**src/rtl/axis_packet_rx_if.sv**
```systemverilog
// AXI4-Stream bus carrying the 32-bit packet stream into axis_packet_rx.
interface axis_packet_rx_if;
  logic        tvalid;
  logic        tready;
  logic [31:0] tdata;
  logic        tlast;
  logic [7:0]  tdest;
  logic [3:0]  tuser;

  modport master (output tvalid, tdata, tlast, tdest, tuser, input tready);
  modport slave  (input tvalid, tdata, tlast, tdest, tuser, output tready);
endinterface

```
**src/rtl/axis_packet_rx.sv**
```systemverilog
// Store-and-forward AXIS packet receiver: validates packets and releases only complete ones.
// Optional packet/drop counters are enabled with `define AXIS_RX_STATS_EN.
module axis_packet_rx #(
  parameter int unsigned DEPTH = 64,
  localparam int unsigned AW = $clog2(DEPTH)
) (
  input  logic                   clk,
  input  logic                   rst_n,
  axis_packet_rx_if.slave        s,
  output logic                   o_valid,
  input  logic                   o_ready,
  output logic [31:0]            o_data,
  output logic                   o_sop,
  output logic                   o_eop,
  output logic                   err_sync,
  output logic                   err_hdr,
  output logic                   err_dest,
  output logic                   err_ovf
`ifdef AXIS_RX_STATS_EN
  ,
  output logic [31:0]            stat_pkts,
  output logic [31:0]            stat_drops
`endif
);

  localparam int unsigned PW = AW + 1;
  localparam int unsigned EW = 33;
  localparam logic [PW-1:0] DEPTH_P = PW'(DEPTH);

  localparam logic [1:0] IDLE = 2'd0;
  localparam logic [1:0] RECV = 2'd1;
  localparam logic [1:0] DROP = 2'd2;

  logic [1:0]    state, state_n;
  logic [PW-1:0] wr_ptr, wr_n, commit_ptr, commit_n, rd_ptr, rd_n;
  logic [7:0]    dest_q, dest_n;
  logic          first_q, first_n;
  logic [EW-1:0] mem [DEPTH];
  logic [EW-1:0] rd_word;

  logic          accept, full, ovf, we, commit, load;
  logic          sync_set, hdr_set, dest_set, ovf_set;
  logic          valid_n, sop_n, eop_n, ready_n;
  logic [31:0]   data_n;
  logic [PW-1:0] used_n;
  logic          full_n, ovf_nx;
  logic          unused_tuser;

  assign unused_tuser = ^s.tuser[3:1];

  assign accept  = s.tvalid && s.tready;
  assign full    = (wr_ptr - rd_ptr) == DEPTH_P;
  // Packet already fills the whole FIFO on its own: it can never be committed.
  assign ovf     = (state == RECV) && full && ((wr_ptr - commit_ptr) == DEPTH_P);
  assign rd_word = mem[rd_ptr[AW-1:0]];

  always_comb begin
    state_n  = state;
    wr_n     = wr_ptr;
    commit_n = commit_ptr;
    dest_n   = dest_q;
    we       = 1'b0;
    commit   = 1'b0;
    sync_set = 1'b0;
    hdr_set  = 1'b0;
    dest_set = 1'b0;
    ovf_set  = 1'b0;

    if (accept) begin
      case (state)
        IDLE: begin
          if (!s.tuser[0]) begin
            sync_set = 1'b1;
            state_n  = s.tlast ? IDLE : DROP;
          end else if (s.tdata[31:24] != s.tdest) begin
            hdr_set = 1'b1;
            state_n = s.tlast ? IDLE : DROP;
          end else begin
            we     = 1'b1;
            dest_n = s.tdest;
            if (s.tlast) commit = 1'b1;
            else         state_n = RECV;
          end
        end
        RECV: begin
          if (ovf) begin
            ovf_set = 1'b1;
            wr_n    = commit_ptr;
            state_n = s.tlast ? IDLE : DROP;
          end else if (s.tuser[0] || (s.tdest != dest_q)) begin
            dest_set = 1'b1;
            wr_n     = commit_ptr;
            state_n  = s.tlast ? IDLE : DROP;
          end else begin
            we = 1'b1;
            if (s.tlast) begin
              commit  = 1'b1;
              state_n = IDLE;
            end
          end
        end
        DROP: begin
          if (s.tlast) state_n = IDLE;
        end
        default: state_n = IDLE;
      endcase
    end

    if (we)     wr_n     = wr_ptr + PW'(1);
    if (commit) commit_n = wr_ptr + PW'(1);

    // Output slot refills from committed data whenever it is empty or being drained.
    load    = (rd_ptr != commit_ptr) && (!o_valid || o_ready);
    rd_n    = rd_ptr;
    valid_n = o_valid && !o_ready;
    data_n  = o_data;
    sop_n   = o_sop;
    eop_n   = o_eop;
    first_n = first_q;
    if (load) begin
      rd_n    = rd_ptr + PW'(1);
      valid_n = 1'b1;
      data_n  = rd_word[31:0];
      eop_n   = rd_word[32];
      sop_n   = first_q;
      first_n = rd_word[32];
    end

    used_n  = wr_n - rd_n;
    full_n  = (used_n == DEPTH_P);
    ovf_nx  = (state_n == RECV) && full_n && ((wr_n - commit_n) == DEPTH_P);
    ready_n = (state_n == DROP) || !full_n || ovf_nx;
  end

  always_ff @(posedge clk) begin
    if (!rst_n) begin
      state      <= IDLE;
      wr_ptr     <= '0;
      commit_ptr <= '0;
      rd_ptr     <= '0;
      dest_q     <= '0;
      first_q    <= 1'b1;
      s.tready   <= 1'b0;
      o_valid    <= 1'b0;
      o_data     <= '0;
      o_sop      <= 1'b0;
      o_eop      <= 1'b0;
      err_sync   <= 1'b0;
      err_hdr    <= 1'b0;
      err_dest   <= 1'b0;
      err_ovf    <= 1'b0;
    end else begin
      state      <= state_n;
      wr_ptr     <= wr_n;
      commit_ptr <= commit_n;
      rd_ptr     <= rd_n;
      dest_q     <= dest_n;
      first_q    <= first_n;
      s.tready   <= ready_n;
      o_valid    <= valid_n;
      o_data     <= data_n;
      o_sop      <= sop_n;
      o_eop      <= eop_n;
      err_sync   <= sync_set;
      err_hdr    <= hdr_set;
      err_dest   <= dest_set;
      err_ovf    <= ovf_set;
    end
  end

  always_ff @(posedge clk) begin
    if (we) mem[wr_ptr[AW-1:0]] <= {s.tlast, s.tdata};
  end

`ifdef AXIS_RX_STATS_EN
  // Saturating counters of committed packets and dropped (flagged) packets.
  always_ff @(posedge clk) begin
    if (!rst_n) begin
      stat_pkts  <= '0;
      stat_drops <= '0;
    end else begin
      if (commit && (stat_pkts != 32'hFFFF_FFFF))
        stat_pkts <= stat_pkts + 32'd1;
      if ((sync_set || hdr_set || dest_set || ovf_set) && (stat_drops != 32'hFFFF_FFFF))
        stat_drops <= stat_drops + 32'd1;
    end
  end
`endif

endmodule

```
**src/flat_wrapper.sv**
```systemverilog
// flat-port wrapper written by rule: the top's interface ports become plain ports
module axis_packet_rx_flat 
#(
  parameter int unsigned DEPTH = 64,
  localparam int unsigned AW = $clog2(DEPTH)
)
  (clk, rst_n, o_valid, o_ready, o_data, o_sop, o_eop, err_sync, err_hdr, err_dest, err_ovf, s_tvalid, s_tdata, s_tlast, s_tdest, s_tuser, s_tready);
  axis_packet_rx_if s_i ();
  input  logic clk;
  input  logic rst_n;
  output logic o_valid;
  input  logic o_ready;
  output logic [31:0] o_data;
  output logic o_sop;
  output logic o_eop;
  output logic err_sync;
  output logic err_hdr;
  output logic err_dest;
  output logic err_ovf;
  input wire logic [$bits(s_i.tvalid)-1:0] s_tvalid;
  input wire logic [$bits(s_i.tdata)-1:0] s_tdata;
  input wire logic [$bits(s_i.tlast)-1:0] s_tlast;
  input wire logic [$bits(s_i.tdest)-1:0] s_tdest;
  input wire logic [$bits(s_i.tuser)-1:0] s_tuser;
  output wire logic [$bits(s_i.tready)-1:0] s_tready;
  assign s_i.tvalid = s_tvalid;
  assign s_i.tdata = s_tdata;
  assign s_i.tlast = s_tlast;
  assign s_i.tdest = s_tdest;
  assign s_i.tuser = s_tuser;
  assign s_tready = s_i.tready;
  axis_packet_rx #(.DEPTH(DEPTH)) u_core (.clk(clk), .rst_n(rst_n), .s(s_i), .o_valid(o_valid), .o_ready(o_ready), .o_data(o_data), .o_sop(o_sop), .o_eop(o_eop), .err_sync(err_sync), .err_hdr(err_hdr), .err_dest(err_dest), .err_ovf(err_ovf));
endmodule
```
**config.mk**
```make
export PLATFORM = sky130hd
export DESIGN_NAME = axis_packet_rx_flat
export DESIGN_NICKNAME = d
export VERILOG_FILES = /design/src/rtl/axis_packet_rx_if.sv /design/src/rtl/axis_packet_rx.sv /design/src/flat_wrapper.sv
export SDC_FILE = /design/constraint.sdc
export NUM_CORES = 2
export LEC_CHECK = 0
export ABC_AREA = 0
export CAP_MARGIN = 10
export CORE_MARGIN = 5
export CORE_UTILIZATION = 41
export CTS_CLUSTER_SIZE = 28
export DETAILED_ROUTE_END_ITERATION = 7
export PLACE_DENSITY = 0.64
export SYNTH_ARGS = -nofsm -noshare
export SYNTH_HDL_FRONTEND = slang
export SYNTH_SLANG_ARGS = --single-unit
```
**constraint.sdc**
```tcl
create_clock -name clk -period 7.5 [get_ports clk]
set_clock_uncertainty 0.2 [all_clocks]
set_input_delay 1.125 -clock clk [delete_from_list [all_inputs] [get_ports clk]]
set_output_delay 1.125 -clock clk [all_outputs]
set_load 0.01 [all_outputs]
```
# Word level (Yosys, flattened, before mapping)
# Memory sizes are Yosys's and may differ from the RTL's. A register that Yosys moved wholly into a read port is not among the register bits.
# Index checks and enable logic that the tools add are counted.
classes:
  addsub: 6
  eq_ne: 11
  mux: 37
  bitwise: 4
  reduce_logical: 20
op_table:
  columns: ["op", "count"]
  rows:
  - ["$mux 7", 7]
  - ["$eq 7x7->1 const B", 4]
  - ["$sub 7x7->7", 4]
  - ["$mux 1", 18]
  - ["$mux 2", 8]
  - ["$ne 8x8->1", 2]
  - ["$add 7x1->7 const B", 2]
  - ["$reduce_and 4->1", 2]
  - ["$logic_and 1x1->1", 7]
  - ["$ne 7x7->1", 1]
  - ["$mux 6", 1]
  - ["$pmux 2 s3", 1]
  - ["$reduce_and 3->1", 2]
  - ["$eq 2x1->1 const B", 2]
  - ["$eq 2x2->1 const B", 2]
  - ["$logic_or 1x1->1", 4]
  - ["$not 1->1", 4]
  - ["$pmux 1 s2", 2]
  - ["$reduce_or 4->1", 1]
  - ["$logic_not 1->1", 3]
  - ["$logic_not 2->1", 1]
word_totals:
  regBits: 72
  ramBits: 2112
  input_bits: 49
  out_inout_bits: 40
  elab_cells: 94
  memories: 1
memory_table:
  columns: ["name", "depth", "word_bits", "rd", "rd_ports_with_merged_regs", "write_ports", "line", "source"]
  rows:
  - ["u_core.mem", 64, 33, 1, 1, 1, "axis_packet_rx.sv:38", "logic [EW-1:0] mem [DEPTH];"]

# Logic depth before layout (Yosys ltp)
depth:
  ltp_word: 13
  mapped_depth: 25
  mapped_depth_nobuf: 20

# Worst setup path after synthesis
# Ideal clock, no wire load.
synth_timing:
  path_type: "reg-to-reg"
  start: "reg u_core.rd_ptr[3]"
  end: "reg u_core.s.tready"
  setup_ns: 0.060
  arrival_ns: 5.463
  required_ns: 7.240
  setup_slack_ns: 1.777
  stages_incl_launch_ff: 22
  n_path_buf: 4
  period_less_slack_ns: 5.723
  path_cell_list: "dfxtp_1 > inv_2 > buf_1 > buf_1 > ha_1 > o21ai_0 > a21oi_1 > o22a_1 > xnor2_1 > and3_1 > buf_4 > o31ai_2 > buf_2 > and3_1 > nor2_1 > ha_1 > xor2_1 > or3_1 > a21oi_1 > nand3_1 > o41ai_1 > o41a_1"
synth_between:
  elab_chain_len: 13
  elab_cells_between_ends: 33
  classes_between: "4 x add/sub; 6 x eq/ne; 15 x mux; 8 x reduce/logical"
synth_rtl:
  columns: ["element", "line", "source"]
  rows:
  - ["start, declared", "axis_packet_rx.sv:35", "logic [PW-1:0] wr_ptr, wr_n, commit_ptr, commit_n, rd_ptr, rd_n;"]
  - ["start signal, assigned", "axis_packet_rx.sv:156", "rd_ptr <= rd_n;"]
  - ["$sub 7x7->7 *", "axis_packet_rx.sv:52", "assign full = (wr_ptr - rd_ptr) == DEPTH_P;"]
  - ["$eq 7x7->1 *", "axis_packet_rx.sv:52", null]
  - ["$logic_and 1x1->1 * (2 in series)", "axis_packet_rx.sv:54", "assign ovf = (state == RECV) && full && ((wr_ptr - commit_ptr) == DEPTH_P);"]
  - ["$mux 1 / $mux 7 (equally long branches)", "axis_packet_rx.sv:86", "if (ovf) begin"]
  - ["$pmux 1 s2 / $mux 7 (equally long branches)", "axis_packet_rx.sv:70", "case (state)"]
  - ["$mux 1 / $mux 7 (equally long branches)", "axis_packet_rx.sv:69", "if (accept) begin"]
  - ["$mux 7 *", "axis_packet_rx.sv:109", "if (we) wr_n = wr_ptr + PW'(1);"]
  - ["net u_core.wr_n[5]", "axis_packet_rx.sv:35", null]
  - ["$sub 7x7->7", "axis_packet_rx.sv:129", "used_n = wr_n - rd_n;"]
  - ["$eq 7x7->1", "axis_packet_rx.sv:130", "full_n = (used_n == DEPTH_P);"]
  - ["$logic_not 1->1 / $logic_and 1x1->1 (equally long branches)", "axis_packet_rx.sv:132, axis_packet_rx.sv:131", null]
  - ["$logic_or 1x1->1 / $logic_and 1x1->1 (equally long branches)", "axis_packet_rx.sv:132, axis_packet_rx.sv:131", null]
  - ["$logic_or 1x1->1 *", "axis_packet_rx.sv:132", "ready_n = (state_n == DROP) || !full_n || ovf_nx;"]
  - ["end signal, assigned", "axis_packet_rx.sv:159", "s.tready <= ready_n;"]
  - ["end, declared", "axis_packet_rx_if.sv:11", "modport slave (input tvalid, tdata, tlast, tdest, tuser, output tready);"]
# The timed path passes the listed nets; every way through them passes the cells marked *.
# A chain may end at the register's enable or synchronous reset.

# Final worst setup path
layout_timing:
  start: "reg u_core.rd_ptr[4]"
  end: "reg u_core.s.tready"
layout_between:
  elab_chain_len: 13
  elab_cells_between_ends: 33
  classes_between: "4 x add/sub; 6 x eq/ne; 15 x mux; 8 x reduce/logical"
layout_rtl:
  columns: ["element", "line"]
  rows:
  - ["$sub 7x7->7", "axis_packet_rx.sv:52"]
  - ["$eq 7x7->1", "axis_packet_rx.sv:52"]
  - ["$logic_and 1x1->1 (2 in series)", "axis_packet_rx.sv:54"]
  - ["$mux 1 / $mux 7 (equally long branches)", "axis_packet_rx.sv:86"]
  - ["$pmux 1 s2 / $mux 7 (equally long branches)", "axis_packet_rx.sv:70"]
  - ["$mux 1 / $mux 7 (equally long branches)", "axis_packet_rx.sv:69"]
  - ["$mux 7", "axis_packet_rx.sv:109"]
  - ["$sub 7x7->7", "axis_packet_rx.sv:129"]
  - ["$eq 7x7->1", "axis_packet_rx.sv:130"]
  - ["$logic_not 1->1 / $logic_and 1x1->1 (equally long branches)", "axis_packet_rx.sv:132, axis_packet_rx.sv:131"]
  - ["$logic_or 1x1->1 / $logic_and 1x1->1 (equally long branches)", "axis_packet_rx.sv:132, axis_packet_rx.sv:131"]
  - ["$logic_or 1x1->1 *", "axis_packet_rx.sv:132"]
# Every way passes the cells marked *; elsewhere a longest branch is shown, timed or not.

==> metrics.csv <==
stage;metric;value;unit
floorplanning;io_pins;89;
timing;relSlewSlack;18.5;%
run_status;status;finished, final reports clean;
critical_path;setup.worst_path.start_class;flop;
power;pwr_density_cell;264;nW/um^2
critical_path;crit_chain;clkinv_2, ha_1, or2_2, a2111o_1, a32oi_1, and3_1, o31ai_2, buf_4, nand2_1, mux2i_1, ha_1, nor2b_1, o21a_1, o21ai_0, nand2b_1, or3_1, a21oi_1, nand3_1, o41ai_1, o41a_1;
floorplanning;start_util;41.1;%
critical_path;cp_top_family;compound AO/OA/AOI/OAI gates;
power;p_leak;28.8;nW
floorplanning;core;204000;sq um
route;wl;214;mm
critical_path;reg2reg_to;u_core.s.tready;
global_route;grt_pass1_wl;304;mm
critical_path;path_class;reg -> reg;
clocking;htree_levels;4;
timing;hold_viol;0;
critical_path;reg2regPathDepth;20;
power;p_int;0.0200;W
route;vias_per_cell;5.89;
cells_and_area;area_delta_synth_final;14.4;%
critical_path;path_common_cell;ha_1;
critical_path;slowest_delay;480;ps
route;drc;0;
power;power_frac_seq;52.8;%
cells_and_area;fin_cells;6613;
min_path;hold_end;u_core.o_data[11];
synth;synth_ff_type;edfxtp_1;
synth;synth_edf_count;2112;
critical_path;worstPathRequired;8100;ps
synth;ys_types;55;
clocking;post_cts_buffers;0;
timing;tns;0;ps
route;dr.pass1.iters;7;
synth;synth-seq-cells;2184;
min_path;hold_class;reg -> reg;
floorplanning;die-area;214000;sq um
timing;slew_violations;0;
placed_design;port_buffers;85;
synth;seq_area_frac_synth;77.2;%
power;power;0.0254;W
synth;yosysWarnings;0;
clocking;cts_hold_buf;0;
floorplanning;rows;166;
critical_path;cp_slowest_cell;clkinv_2;
timing;worst_pin_slew;1210;ps
cells_and_area;final_cell_area;96100;sq um
global_route;track_usage;19.9;%
job;drv_cap;0;
critical_path;rrSetupSlack;1650;ps
cells_and_area;drive_gt1_share;30.9;%
critical_path;crit_path_end_kind;flop;
clocking;clock_path_buffers;3;
power;irDropWorstVdd;0.210;mV
power;comb_power_share;6.9;%
synth;async_flop_share;0;%
cells_and_area;nets;3814;
cells_and_area;fillCellCount;16493;
global_route;grt_antenna_before_repair;24;
clocking;clock_latency;860;ps
critical_path;worstPathArrival;6440;ps
timing;clock.fmax;171;MHz
placed_design;dp_hpwl;121;mm
timing;fin_crit_sh;78.0;%
power;switchingPower;0.00543;W
timing;min_period;5850;ps
power;power.share.clock;40.3;%
clocking;path_clk_slew;60;ps
synth;netlist_area;84100;sq um
critical_path;regToRegStartpoint;u_core.rd_ptr[4];
route;vias;38956;
synth;syn_nets;3585;
clocking;tritoncts;built;
placed_design;dp_cells;6215;
placed_design;placed_area;89500;sq um
power;switching_share;21.4;%
route;wl_per_cell;32.4;um
clocking;cts.sinks;2184;
global_route;grt_pass1_vias;39473;
critical_path;path_buf_inv;2;
min_path;whs_path_depth;2;
synth;netlist_instances;3510;
global_route;grt_overflow;0;
critical_path;crit_fanout;16;
route;drt_iter0_markers;5109;
min_path;min_from;u_core.o_data[11];
floorplanning;dieWidth;463;um
synth;syn_avg_cell_area;23.9;sq um
route;antenna_left;0;
clocking;cts-buffers-inserted;210;
clocking;clockRootBuffer;clkbuf_16;
global_route;grt_max_degree;134;
floorplanning;die_y;463;um
timing;setup-violations-final;0;
timing;rsz0062_at_grt;false;
clocking;cts-resized-gates;0;
placed_design;routabilityCongestion;0.770;
## cells by family (layout without fill, tap and decap cells)
kind of cell    count (synthesis)  count (layout)  synth area share, %
buf+inv                       199             600                0.899
other cells                     0              14                    0
fa+ha+maj                      26              26                0.387
flops                        2184            2184                 77.2
simple gates                  245             245                 1.32
mux                           742             742                 19.2
compound gates                 67              67                0.581
xor+xnor                       47              47                0.490
## cells in the mapped netlist, types with 4 or more instances
cell	count	area share, %
dfxtp_1	72	1.7
edfxtp_1	2112	75
nand2_1	29	0.13
and3_1	7	0.052
o211ai_1	4	0.036
clkbuf_1	105	0.47
a21o_1	5	0.045
nor2b_1	6	0.045
inv_1	16	0.071
or3_1	7	0.052
nand4_1	8	0.060
xor2_1	15	0.16
mux4_2	693	19
nor2_1	134	0.60
nand3_1	19	0.11
nor3_1	8	0.048
and2_1	9	0.067
buf_2	4	0.024
o21ai_0	7	0.042
mux2i_1	49	0.58
a21oi_1	19	0.11
nand2b_1	9	0.067
xnor2_1	32	0.33
ha_1	26	0.39
buf_1	70	0.31
## tightest hold or removal path, stage by stage (launching register included)
cell and delay (ps):
dfxtp_1 320, mux2i_1 60, nor2_1 70
## through the flow
stage / util (%) / setup WS (ps) / hold WS, ps
final: 47.0 / 1650 / 293
after global routing: 47.0 / 1200 / 311
after CTS: 47.0 / 1630 / 296
after detailed placement: 43.8 / 1530 / 281
after global placement: 43.8 / 1600 / 265
after floorplan: - / 1780 / 248
## flip-flops by register name, summed over array words and instances, names as in the netlist
signal,flops
u_core.first_q,1
u_core.rd_ptr,7
u_core.err_sync,1
u_core.err_hdr,1
u_core.o_data,32
u_core.wr_ptr,7
u_core.err_ovf,1
u_core.mem,2112
u_core.dest_q,8
u_core.state,2
u_core.o_sop,1
u_core.o_valid,1
u_core.err_dest,1
u_core.s.tready,1
u_core.commit_ptr,7
u_core.o_eop,1
## final cells by class
cell class	instances	area (sq um)	area share (%)
Sequential cell	2184	64900	67.5
Multi-Input combinational cell	1127	18900	19.7
Clock buffer	255	5470	5.69
Tap cell	2688	3360	3.50
Timing Repair Buffer	197	2240	2.33
Clock inverter	129	1140	1.19
Inverter	19	80.1	0.0833
Antenna cell	14	35.0	0.0364
## cells in the final DEF (no fill, tap or decap), types with 14 or more instances in the layout
cell                n
buf_2              33
nand3_1            19
xor2_1             15
clkdlybuf4s50_1    52
inv_1              16
clkinv_1           47
buf_4              55
mux2i_1            49
diode_2            14
clkinv_2           48
clkbuf_16         211
clkbuf_1           42
edfxtp_1         2112
nand2_1            29
xnor2_1            32
a21oi_1            19
nor2_1             71
bufinv_16          15
ha_1               26
mux4_2            693
nor2_4             63
dfxtp_1            68
buf_12             57
## per-layer routing
layer  wire length [um]  global-route usage, %  share of wire [%]
met5                 13                      0             0.0061
met2             104000                   31.8                 49
met3              17500                   3.78                8.2
met1              86500                   28.1                 40
met4               5960                   5.89                2.8
## worst max path at each step
stage                     cells after the start              end             start  slack, ps
after floorplan                              21  u_core.s.tready  u_core.rd_ptr[3]       1780
after global placement                       18  u_core.s.tready        s_tdest[5]       1600
after detailed placement                     18  u_core.s.tready        s_tdest[5]       1530
after CTS                                    20  u_core.s.tready  u_core.rd_ptr[4]       1630
after global routing                         20  u_core.s.tready  u_core.rd_ptr[4]       1200
final                                        20  u_core.s.tready  u_core.rd_ptr[4]       1650
## power groups by stage
stage / sequential, W / clock [W] / combinational (W)
detailed placement: 0.0137 / 0 / 0.00179
global placement: 0.0137 / 0 / 0.00177
global route: 0.0134 / 0.0109 / 0.00188
CTS: 0.0134 / 0.0104 / 0.00179
floorplan: 0.0137 / 0 / 0.00120
finish: 0.0134 / 0.0102 / 0.00174
Note: power is estimated with default switching activity, not from simulation.
